### src/rtl/mem_arbiter_pkg.sv
// mem_arbiter_pkg
// Shared definitions for the two-port memory arbiter:
//   - state_t   : arbiter FSM state encoding
//   - PORT_CPU / PORT_DMA : requester port indices
//   - port_onehot() : converts a port index into a per-port strobe vector
package mem_arbiter_pkg;

  typedef enum logic [1:0] {
    S_IDLE  = 2'd0,
    S_ISSUE = 2'd1,
    S_RESP  = 2'd2
  } state_t;

  localparam logic PORT_CPU = 1'b0;
  localparam logic PORT_DMA = 1'b1;

  localparam int NUM_PORTS = 2;

  // Strobe vector with only the bit of the given port set.
  function automatic logic [NUM_PORTS-1:0] port_onehot(input logic port);
    logic [NUM_PORTS-1:0] vec;
    vec = '0;
    vec[port] = 1'b1;
    return vec;
  endfunction

endpackage

### src/rtl/mem_arbiter_rr_pick2.sv
// rr_pick2
// Combinational two-way round-robin pick.
// Ports:
//   req    in  2  request vector, bit i = port i
//   prio   in  1  port that wins when both request
//   winner out 1  selected port (only meaningful when any = 1)
//   any    out 1  at least one request present
module rr_pick2
  import mem_arbiter_pkg::*;
(
  input  logic [1:0] req,
  input  logic       prio,
  output logic       winner,
  output logic       any
);

  always_comb begin
    any    = |req;
    winner = PORT_CPU;
    if (req == 2'b11) begin
      winner = prio;
    end else if (req[1]) begin
      winner = PORT_DMA;
    end
  end

endmodule

### src/rtl/mem_arbiter.sv
// mem_arbiter
// Shares one 8-bit memory bus between port 0 (CPU) and port 1 (DMA/scanner).
// At most one access every two cycles: S_ISSUE drives the bus and pulses
// gnt for the winner, S_RESP pulses rvalid with the captured read data.
// Ports:
//   clk, reset                 clock, synchronous active-high reset
//   req0/1, we0/1              request and write enable per port
//   addr0/1, wdata0/1          access address and write data per port
//   gnt0/1                     one-cycle grant pulse (access issued)
//   rvalid0/1, rdata0/1        one-cycle completion pulse and read data
//   mem_addr, mem_wdata, mem_we registered memory bus
//   mem_rdata                  combinational read data for mem_addr
module mem_arbiter
  import mem_arbiter_pkg::*;
#(
  parameter int ADDR_W = 8,
  parameter int DATA_W = 8
) (
  input  logic              clk,
  input  logic              reset,
  input  logic              req0,
  input  logic              req1,
  input  logic              we0,
  input  logic              we1,
  input  logic [ADDR_W-1:0] addr0,
  input  logic [ADDR_W-1:0] addr1,
  input  logic [DATA_W-1:0] wdata0,
  input  logic [DATA_W-1:0] wdata1,
  output logic              gnt0,
  output logic              gnt1,
  output logic              rvalid0,
  output logic              rvalid1,
  output logic [DATA_W-1:0] rdata0,
  output logic [DATA_W-1:0] rdata1,
  output logic [ADDR_W-1:0] mem_addr,
  output logic [DATA_W-1:0] mem_wdata,
  output logic              mem_we,
  input  logic [DATA_W-1:0] mem_rdata
);

  // Port inputs gathered into vectors so they can be indexed by winner.
  logic [1:0]             req_vec;
  logic [1:0]             we_vec;
  logic [1:0][ADDR_W-1:0] addr_vec;
  logic [1:0][DATA_W-1:0] wdata_vec;

  assign req_vec   = {req1, req0};
  assign we_vec    = {we1, we0};
  assign addr_vec  = {addr1, addr0};
  assign wdata_vec = {wdata1, wdata0};

  state_t state_reg;
  state_t state_next;
  logic   grant;             // next cycle is S_ISSUE for a freshly arbitrated access
  logic   prio_reg;
  logic   owner_reg;         // port of the access currently in flight
  logic   winner;
  logic   any_req;

  logic [1:0]        gnt_reg;
  logic [1:0]        rvalid_reg;
  logic [ADDR_W-1:0] mem_addr_reg;
  logic [DATA_W-1:0] mem_wdata_reg;
  logic              mem_we_reg;
  logic [1:0][DATA_W-1:0] rdata_bus;

  rr_pick2 u_pick (
    .req    (req_vec),
    .prio   (prio_reg),
    .winner (winner),
    .any    (any_req)
  );

  // ------------------------------------------------------------------
  // FSM state register
  // ------------------------------------------------------------------
  always_ff @(posedge clk) begin
    if (reset) begin
      state_reg <= S_IDLE;
    end else begin
      state_reg <= state_next;
    end
  end

  // ------------------------------------------------------------------
  // FSM next state. Requests are only sampled when leaving S_IDLE or
  // S_RESP, so a req still high at the end of S_RESP is a new access.
  // ------------------------------------------------------------------
  always_comb begin
    state_next = state_reg;
    grant      = 1'b0;
    unique case (state_reg)
      S_IDLE: begin
        if (any_req) begin
          state_next = S_ISSUE;
          grant      = 1'b1;
        end
      end
      S_ISSUE: begin
        state_next = S_RESP;
      end
      S_RESP: begin
        if (any_req) begin
          state_next = S_ISSUE;
          grant      = 1'b1;
        end else begin
          state_next = S_IDLE;
        end
      end
      default: begin
        state_next = S_IDLE;
      end
    endcase
  end

  // ------------------------------------------------------------------
  // Bus, grant, priority and response strobes. Everything is loaded on
  // the edge that enters S_ISSUE so outputs never depend on req
  // combinationally.
  // ------------------------------------------------------------------
  always_ff @(posedge clk) begin
    if (reset) begin
      prio_reg      <= PORT_CPU;
      owner_reg     <= PORT_CPU;
      gnt_reg       <= '0;
      rvalid_reg    <= '0;
      mem_addr_reg  <= '0;
      mem_wdata_reg <= '0;
      mem_we_reg    <= 1'b0;
    end else begin
      if (grant) begin
        mem_addr_reg  <= addr_vec[winner];
        mem_wdata_reg <= wdata_vec[winner];
        owner_reg     <= winner;
        // Loser gets priority next time so neither port waits more
        // than one foreign access.
        prio_reg      <= ~winner;
      end
      // Write strobe only lives for the single S_ISSUE cycle.
      mem_we_reg <= grant & we_vec[winner];
      gnt_reg    <= grant ? port_onehot(winner) : 2'b00;
      rvalid_reg <= (state_reg == S_ISSUE) ? port_onehot(owner_reg) : 2'b00;
    end
  end

  // ------------------------------------------------------------------
  // Per-port read data registers. Only the port that owns the access
  // in S_ISSUE updates; a write returns zero as its acknowledge data.
  // ------------------------------------------------------------------
  genvar gi;
  generate
    for (gi = 0; gi < NUM_PORTS; gi++) begin : g_port
      logic [DATA_W-1:0] rdata_reg;
      logic              is_owner;

      assign is_owner = (owner_reg == (gi == 1));

      always_ff @(posedge clk) begin
        if (reset) begin
          rdata_reg <= '0;
        end else if (state_reg == S_ISSUE && is_owner) begin
          rdata_reg <= mem_we_reg ? '0 : mem_rdata;
        end
      end

      assign rdata_bus[gi] = rdata_reg;
    end
  endgenerate

  assign gnt0      = gnt_reg[0];
  assign gnt1      = gnt_reg[1];
  assign rvalid0   = rvalid_reg[0];
  assign rvalid1   = rvalid_reg[1];
  assign rdata0    = rdata_bus[0];
  assign rdata1    = rdata_bus[1];
  assign mem_addr  = mem_addr_reg;
  assign mem_wdata = mem_wdata_reg;
  assign mem_we    = mem_we_reg;

endmodule

### config.mk
export PLATFORM = sky130hd
export DESIGN_NAME = mem_arbiter
export DESIGN_NICKNAME = d
export VERILOG_FILES = /design/src/rtl/mem_arbiter_pkg.sv /design/src/rtl/mem_arbiter_rr_pick2.sv /design/src/rtl/mem_arbiter.sv
export SDC_FILE = /design/constraint.sdc
export NUM_CORES = 1
export LEC_CHECK = 0
export BUFFER_PORTS_ARGS = -buffer_cell sky130_fd_sc_hd__buf_2
export CAP_MARGIN = 10
export CORE_MARGIN = 3
export CORE_UTILIZATION = 38
export DETAILED_ROUTE_END_ITERATION = 12
export PLACE_DENSITY = 0.8
export SYNTH_ARGS = -nofsm -noshare
export SYNTH_HDL_FRONTEND = slang
export SYNTH_SLANG_ARGS = --single-unit
### constraint.sdc
create_clock -name clk -period 2.24 [get_ports clk]
set_input_delay 0.672 -clock clk [delete_from_list [all_inputs] [get_ports clk]]
set_output_delay 0.672 -clock clk [all_outputs]
set_load 0.03 [all_outputs]
==> results.yml, run 1 <==
run_status:
  status: "complete, no violations"
placed_design:
  placed_cells: 288
  dpl.hpwl_um: 2666
  gp_congestion: 0.7866
  io_buffers: 82
floorplanning:
  ios: 83
  start_util_pct: 41.62
  core_um2: 3854
  dieArea_um2: 5037
  dieWidth_um: 70.97
  die_h_um: 70.97
  row_count: 22
timing:
  slew_violations: 0
  skew_ns: 0.003491
  tns_ns: 0
  setup_viol: 0
  fmax_mhz: 615.3
  slew_headroom_pct: 65.94
  period_share_pct: 72.55
  worst_pin_slew_ns: 0.5087
  hold_viol: 0
  rsz0062_at_grt: "false"
  fin_crit_ns: 1.625
clock_tree:
  clkTransAtPathRegs_ns: 0.07
  cts_buffers: 5
  ctsHoldBuffers: 0
  cts.repair.resized: 0
  cts_max_level: 2
  cts_buffer_depth: 2
  cts-root-buf: "clkbuf_8"
  cts_setup_buffers: 0
  cts_sinks: 41
  tritoncts: "yes"
  insertion_delay_ns: 0.28
logic_synthesis:
  ys_types: 28
  ys_seq_area_share_pct: 51.17
  synth_fp_nets: 212
  synth-seq-cells: 41
  syn_avg_cell_area_um2: 9.663
  synth_cells: 166
  yosysWarnings: 0
  syn_area_um2: 1604
worst_hold_path:
  worstHoldStart: "rdata1[0]$_SDFFE_PP0P_"
  whs_path_depth: 2
  hold_path.class: "flip-flop to flip-flop"
  hold_path_end: "rdata1[0]$_SDFFE_PP0P_"
route:
  drt_iter0_drc: 62
  wl_per_cell_um: 12.60
  drc: 0
  first_pass_iters: 4
  wl_um: 3729
  ant_nets: 0
  via_per_inst: 5.010
  vias: 1483
power:
  peakVddDrop_mv: 0.3699
  powerDensity_nw_per_um2: 729.7
  total_power_uw: 1544
  power.leakage_uw: 0.0009737
worst_setup_path:
  r2r_end: "mem_addr[0]$_SDFFE_PP0P_"
  r2r_cells: 4
  worstSetupPathType: "flip-flop to output pin"
  crit_required_ns: 1.57
  path_max_fanout: 9
  worst_ep_arrival_time_ns: 0.95
  critPathLaunchType: "flip-flop"
  reg2reg_setup_slack_ns: 0.81
  cp-end-kind: "output pin"
  rr_startpoint: "state_reg[0]$_SDFFE_PP0P_"
finish:
  antenna_cells: 0
  layout_common_cells: "82 x buf_2, 41 x dfxtp_1, 32 x nand2_1"
  stdcell_count: 296
  drive_gt1_share_pct: 42.34
  final_common_cell: "buf_2"
  final_util_pct: 54.90
  fin_nets: 293
  areaGrowthSynthToFinish_pct: 31.90
global_route:
  grt_max_degree: 38
  track_usage_pct: 15.23
  antenna_found_initial: 0
  overflow: 0
  grt_pass1_wl_um: 6223
  grt_pass1_vias: 1451
run:
  maxCapViolations: 0
worst max-delay path by stage:
stage,start,end,slack (ns),depth (start not counted)
after detailed placement,req0,mem_addr[0]$_SDFFE_PP0P_,0.47,5
after global placement,req0,mem_addr[2]$_SDFFE_PP0P_,0.52,5
after global routing,mem_we$_SDFF_PP0_,mem_we,0.56,2
final,mem_we$_SDFF_PP0_,mem_we,0.61,2
after CTS,mem_we$_SDFF_PP0_,mem_we,0.60,2
after floorplan,req0,mem_addr[0]$_SDFFE_PP0P_,0.59,5
stage by stage:
| stage | instance area, um^2 | setup WS [ns] | hold WS [ns] |
|---|---|---|---|
| final | 2116 | 0.6148 | 0.4529 |
| after global routing | 2116 | 0.5614 | 0.4755 |
| after CTS | 2116 | 0.5977 | 0.4562 |
| after detailed placement | 2036 | 0.4667 | 0.4453 |
| after global placement | 2036 | 0.5224 | 0.4397 |
| after floorplan | 1604 | 0.5894 | 0.4622 |
synth_stat cells:
library cell,number,share of area [%]
buf_6,2,1.4
nor2b_1,9,3.5
o21ba_2,1,0.62
and3b_1,1,0.55
nor2_1,3,0.70
buf_1,1,0.23
a21boi_0,1,0.47
nor3b_2,1,0.78
and2b_1,1,0.47
nand2_1,32,7.5
or2_4,1,0.55
nand3b_1,1,0.47
inv_1,2,0.47
o21ai_0,2,0.62
buf_4,1,0.47
a221o_2,9,6.3
buf_2,3,0.94
nor3_4,1,1.0
nand2b_1,2,0.78
a21oi_1,19,5.9
a221o_1,7,4.4
nor3b_1,17,8.0
a32oi_1,1,0.55
clkbuf_1,4,0.94
clkbuf_2,1,0.31
dfxtp_1,41,51
or3_1,1,0.39
or3b_2,1,0.55
cell families (layout without fill, tap and decap cells):
group / after synthesis / in the layout / share of synthesized area [%]
simple gates: 71 / 71 / 25.20
flops: 41 / 41 / 51.17
compound gates: 40 / 40 / 18.88
buf+inv: 14 / 96 / 4.757
metal layers:
metal / up-vias / wire, um / GRT usage (%)
met5: - / 0 / 0
met4: 0 / 31 / 5.637
met3: 5 / 373 / 4.830
met2: 75 / 1744 / 26.67
met1: 657 / 1579 / 17.23
li1: 746 / - / -
worst max-delay path, stage by stage, from the launching register on:
cell and delay, ns:
dfxtp_1 0.31, buf_4 0.16, buf_2 0.21
where the power goes:
group / total, uW / internal (uW) / switching (uW)
registers: 801 / 776 / 24.7
logic: 298 / 117 / 181
clock network: 445 / 221 / 224
area by class of cell:
class / count / area (um^2)
repair buffers: 86 / 440.4
clock buffers: 8 / 80.08
flip-flops and latches: 41 / 820.8
well taps: 48 / 60.06
multi-input cells: 111 / 706.9
fillers: 355 / 1738
inverters: 2 / 7.507
Power figures use the tool's default switching activity.
==> inputs of run 2 (changes only) <==
--- a/config.mk
+++ b/config.mk
@@ -5,12 +5,13 @@
 export SDC_FILE = /design/constraint.sdc
 export NUM_CORES = 1
 export LEC_CHECK = 0
+export ABC_AREA = 1
 export BUFFER_PORTS_ARGS = -buffer_cell sky130_fd_sc_hd__buf_2
 export CAP_MARGIN = 10
 export CORE_MARGIN = 3
 export CORE_UTILIZATION = 38
 export DETAILED_ROUTE_END_ITERATION = 12
-export PLACE_DENSITY = 0.8
+export PLACE_DENSITY = 0.81
 export SYNTH_ARGS = -nofsm -noshare
 export SYNTH_HDL_FRONTEND = slang
 export SYNTH_SLANG_ARGS = --single-unit
==> constraint.sdc (replaced) <==
create_clock -name clk -period 1.4 [get_ports clk]
set_input_delay 0.42 -clock clk [delete_from_list [all_inputs] [get_ports clk]]
set_output_delay 0.42 -clock clk [all_outputs]
set_load 0.03 [all_outputs]
==> results.yml, run 2 <==
run_status:
  status: "complete, no violations"
placed_design:
  pre_cts_slack_ns: 0.02769
  placed_cells: 391
  gp_congestion: 0.9052
  io_buffers: 82
  dpl.hpwl_um: 3678
logic_synthesis:
  synth_cells: 253
  async_flop_share_pct: 0
  syn_area_um2: 1774
  synthTopCellsByCount: "59 x nor2_1, 41 x dfxtp_1, 40 x nand2_1, 35 x inv_1, 17 x nand4_1"
  yosysWarnings: 0
  yosysMostFrequentCell: "nor2_1"
  synth_top_area_share_pct: 46.26
  synth_top_cell_by_area: "dfxtp_1"
  synth_ff_type: "dfxtp_1"
  ys_types: 21
  ys_seq_area_share_pct: 46.26
  synth-seq-cells: 41
  synth_edf_count: 0
  synth_fp_nets: 299
  yosys-top-cells-area: "dfxtp_1 46%, nor2_1 12%, nand2_1 8.5%"
  syn_avg_cell_area_um2: 7.013
finish:
  fin_nets: 392
  layout_common_cells: "82 x buf_2, 59 x nor2_1, 41 x dfxtp_1"
  drive_gt1_share_pct: 33.82
  stdcell_count: 398
  areaGrowthSynthToFinish_pct: 34.63
  layout.area.seq_um2: 820.8
  final_common_cell: "buf_2"
  fillers: 435
  multi_input_comb_area_um2: 747.0
  antenna_cells: 0
timing:
  slew_violations: 0
  setup_ws_ns: 0.1275
  worst_pin_slew_ns: 0.2746
  slew_headroom_pct: 81.63
  fmax_mhz: 785.9
  fin_crit_ns: 1.272
  hold_viol: 0
  skew_ns: 0.002284
  period_share_pct: 90.89
  rsz0062_at_grt: "false"
  setup_viol: 0
  tns_ns: 0
worst_setup_path:
  rr_startpoint: "state_reg[0]$_SDFFE_PP0P_"
  crit_start: "mem_addr[5]$_SDFFE_PP0P_"
  path_max_fanout: 2
  max_stage_delay_ns: 0.36
  worstSetupPathType: "flip-flop to output pin"
  slowest_stage: "dfxtp_1"
  cp-end-kind: "output pin"
  critPathLaunchType: "flip-flop"
  cp_cell_sequence: "buf_2"
  cp_num_buf_inv: 1
  critPathTopFamily: "flip-flops"
  crit_required_ns: 0.98
  worst_ep_arrival_time_ns: 0.85
clock_tree:
  cts.repair.resized: 0
  cts_buffer_depth: 2
  ctsHoldBuffers: 0
  cts_sinks: 41
  insertion_delay_ns: 0.28
  tritoncts: "yes"
  cts_setup_buffers: 0
  cts_max_level: 2
  cts-root-buf: "clkbuf_8"
  cts_buffers: 5
  clkTransAtPathRegs_ns: 0.07
worst_hold_path:
  worstHoldStart: "addr0[3]"
  hold_path.class: "primary input to flip-flop"
global_route:
  track_usage_pct: 16.15
  grt_pass1_wl_um: 7024
  overflow: 0
  antenna_found_initial: 0
  grt_pass1_vias: 1690
  grt_max_degree: 17
route:
  drt_iter0_drc: 80
  via_per_inst: 4.693
  first_pass_iters: 4
  wl_per_cell_um: 11.72
  vias: 1868
  ant_nets: 0
  drc: 0
  wl_um: 4664
floorplanning:
  core_um2: 4444
  row_count: 24
  start_util_pct: 39.92
  dieWidth_um: 74.33
  ios: 83
  die_h_um: 74.33
  dieArea_um2: 5525
power:
  power.leakage_uw: 0.001336
  powerDensity_nw_per_um2: 1135
  peakVddDrop_mv: 0.5487
run:
  maxCapViolations: 0
==> run 2: path summary, 6_finish.rpt <==
| path | endpoint | slack [ns] | depth (start not counted) |
|---|---|---|---|
| setup reg to reg | mem_addr[4]$_SDFFE_PP0P_ | 0.19 | 7 |
| setup / recovery | mem_addr[5] | 0.13 | 1 |
| hold reg to reg | rdata1[0]$_SDFFE_PP0P_ | 0.44 | 2 |
| hold / removal | mem_addr[3]$_SDFFE_PP0P_ | 0.32 | 3 |
==> run 2: worst reg2reg max path: stages, from the launching register on <==
cell and delay (ns):
dfxtp_1 0.37, inv_2 0.21, o21ai_4 0.11, buf_4 0.17
nand2_1 0.06, nand2_1 0.05, nor2_1 0.10, nor2_1 0.05
==> run 2: kinds of logic (layout without fill, tap and decap cells) <==
logic type | count (synthesis) | after routing | synth area share, %
compound gates | 26 | 26 | 8.252
buf+inv | 49 | 142 | 11.64
flops | 41 | 41 | 46.26
simple gates | 137 | 137 | 33.85
==> run 2: routing by layer <==
metal,global-route usage [%],part of all wire (%),vias up
met5,0,0,-
met4,6.126,1.2,0
met3,3.514,5.8,8
met2,29.33,52,59
met1,18.46,41,819
li1,-,-,982
==> run 2: layout make-up <==
class | count | area share [%]
repair buffers | 98 | 22.21
inverters | 37 | 5.815
flip-flops and latches | 41 | 34.36
clock buffers | 7 | 3.614
multi-input cells | 163 | 31.27
well taps | 52 | 2.724
==> run 2: stage by stage <==
stage	hold WS [ns]	instance area (um^2)	total power, uW	utilization, %
2_1_floorplan	0.4638	1774	1742	-
3_5_place_dp	0.4351	2302	1975	51.80
6_report	0.3215	2389	2710	53.74
3_3_place_gp	0.4309	2302	1961	51.80
5_1_grt	0.3169	2389	2832	53.74
4_1_cts	0.3172	2389	2722	53.74
==> run 2: report_power, final <==
group	switching, uW	internal [uW]	total, uW
Sequential	44.3	1250	1300
Clock	371	391	762
Combinational	424	227	652
==> inputs of run 3 (changes only) <==
--- a/config.mk
+++ b/config.mk
@@ -15,3 +15,4 @@
 export SYNTH_ARGS = -nofsm -noshare
 export SYNTH_HDL_FRONTEND = slang
 export SYNTH_SLANG_ARGS = --single-unit
+export TNS_END_PERCENT = 1
==> constraint.sdc (replaced) <==
create_clock -name clk -period 1.4 [get_ports clk]
set_input_delay 0 -clock clk [delete_from_list [all_inputs] [get_ports clk]]
set_output_delay 0 -clock clk [all_outputs]
set_load 0.03 [all_outputs]
==> results.yml, run 3 (synthesized netlist as in run 2, its figures left out) <==
run_status:
  status: "complete, no violations"
timing:
  slew_violations: 0
  period_share_pct: 88.12
  worst_pin_slew_ns: 0.5577
  fmax_mhz: 810.6
  skew_ns: 0.005152
  rsz0062_at_grt: "false"
  tns_ns: 0
  hold_viol: 0
  setup_viol: 0
  slew_headroom_pct: 62.78
  fin_crit_ns: 1.234
run:
  maxCapViolations: 0
route:
  met3WireLength_um: 270
  via_per_inst: 4.587
  drc: 0
  wl_met1_um: 1953
  ant_nets: 0
  vias: 1798
  wl_um: 4545
  wl_per_cell_um: 11.59
  first_pass_iters: 4
  dr.max_layer_used: "met4"
  wl_met2_um: 2206
  drt_iter0_drc: 73
global_route:
  antenna_found_initial: 0
  grt_pass1_wl_um: 7265
  overflow: 0
  grt_max_degree: 23
  track_usage_pct: 16.87
  grt_pass1_vias: 1693
placed_design:
  gp_congestion: 0.7820
  placed_cells: 381
  dpl.hpwl_um: 3381
  io_buffers: 82
worst_setup_path:
  max_stage_delay_ns: 0.47
  cp-end-kind: "flip-flop"
  slowest_stage: "dfxtp_1"
  cp_num_buf_inv: 2
  crit_required_ns: 1.63
  worst_ep_arrival_time_ns: 1.46
  critPathTopFamily: "flip-flops"
  cp_cell_sequence: "inv_2 -> o21ai_4 -> buf_4 -> nand2_1 -> nand2_1 -> nor2_1 -> nor2_1"
  critPathLaunchType: "flip-flop"
  worstSetupPathType: "flip-flop to flip-flop"
  path_max_fanout: 13
clock_tree:
  cts_sinks: 41
  clkTransAtPathRegs_ns: 0.08
  cts_buffer_depth: 2
  cts_max_level: 2
  insertion_delay_ns: 0.29
  tritoncts: "yes"
  cts-root-buf: "clkbuf_8"
  cts_setup_buffers: 0
  cts_buffers: 5
finish:
  drive_gt1_share_pct: 32.06
  stdcell_count: 392
  areaGrowthSynthToFinish_pct: 33.22
  multi_input_comb_area_um2: 752.0
  fillers: 463
  fin_nets: 385
  final_common_cell: "buf_2"
  antenna_cells: 0
  layout.area.seq_um2: 820.8
  layout_common_cells: "82 x buf_2, 59 x nor2_1, 41 x dfxtp_1"
  final_util_pct: 53.18
floorplanning:
  core_um2: 4444
  ios: 83
  dieWidth_um: 74.33
  row_count: 24
  start_util_pct: 39.92
  dieArea_um2: 5525
  die_h_um: 74.33
worst_hold_path:
  hold_path.class: "primary input to flip-flop"
power:
  peakVddDrop_mv: 0.5296
  powerDensity_nw_per_um2: 1167
  power.leakage_uw: 0.001310
  total_power_uw: 2759
-- run 3: cell types whose count changed in the layout (fill, tap and decap cells not counted), sizes merged --
cell	before	now
clkinv	0	1
buf	98	88
dlygate4sd3	0	3
-- run 3: final cells by class --
| cell class | instances | area share (%) |
|---|---|---|
| clock buffers | 7 | 4.076 |
| flip-flops and latches | 41 | 34.73 |
| inverters | 37 | 5.876 |
| well taps | 52 | 2.753 |
| clock inverters | 1 | 0.2118 |
| multi-input cells | 163 | 31.82 |
| repair buffers | 91 | 20.54 |
-- run 3: worst min-delay path, stage by stage --
cell and delay, ns:
buf_2 0.08, nand3_1 0.07, nand3_1 0.07, nand2_1 0.05, inv_1 0.04
-- run 3: final timing paths --
check	slack, ns	cells past startpoint	endpoint	startpoint
setup / recovery	0.17	7	mem_addr[4]$_SDFFE_PP0P_	state_reg[0]$_SDFFE_PP0P_
hold / removal	0.04	5	mem_wdata[0]$_SDFFE_PP0P_	wdata0[0]
setup reg to reg	0.17	7	mem_addr[4]$_SDFFE_PP0P_	state_reg[0]$_SDFFE_PP0P_
hold reg to reg	0.44	2	rdata1[0]$_SDFFE_PP0P_	rdata1[0]$_SDFFE_PP0P_
-- run 3: repair_timing --
action,in CTS,in global routing
endpoints found under the hold margin,2,0
resized for setup,0,1
setup endpoints to repair,0,5
hold buffers,3,0
-- run 3: report_power, final --
part / total, uW / switching [uW] / internal, uW
clock: 836 / 391 / 446
sequential: 1300 / 48.0 / 1250
combinational: 622 / 414 / 208
-- run 3: metrics by stage --
stage | instance area, um^2 | worst slack (ns) | hold WS [ns]
finish | 2364 | 0.1663 | 0.03832
global route | 2364 | 0.03766 | 0.05168
CTS | 2359 | 0.1139 | 0.03463
detailed placement | 2227 | 0.1426 | 0.1940
global placement | 2227 | 0.1981 | 0.1938
floorplan | 1774 | 0.2583 | 0.1031
-- run 3: metal layers --
layer  up-vias  track usage, %
met3        14           4.054
met5         -               0
met2        57           27.95
li1        957               -
met1       770           20.41
met4         0           8.498
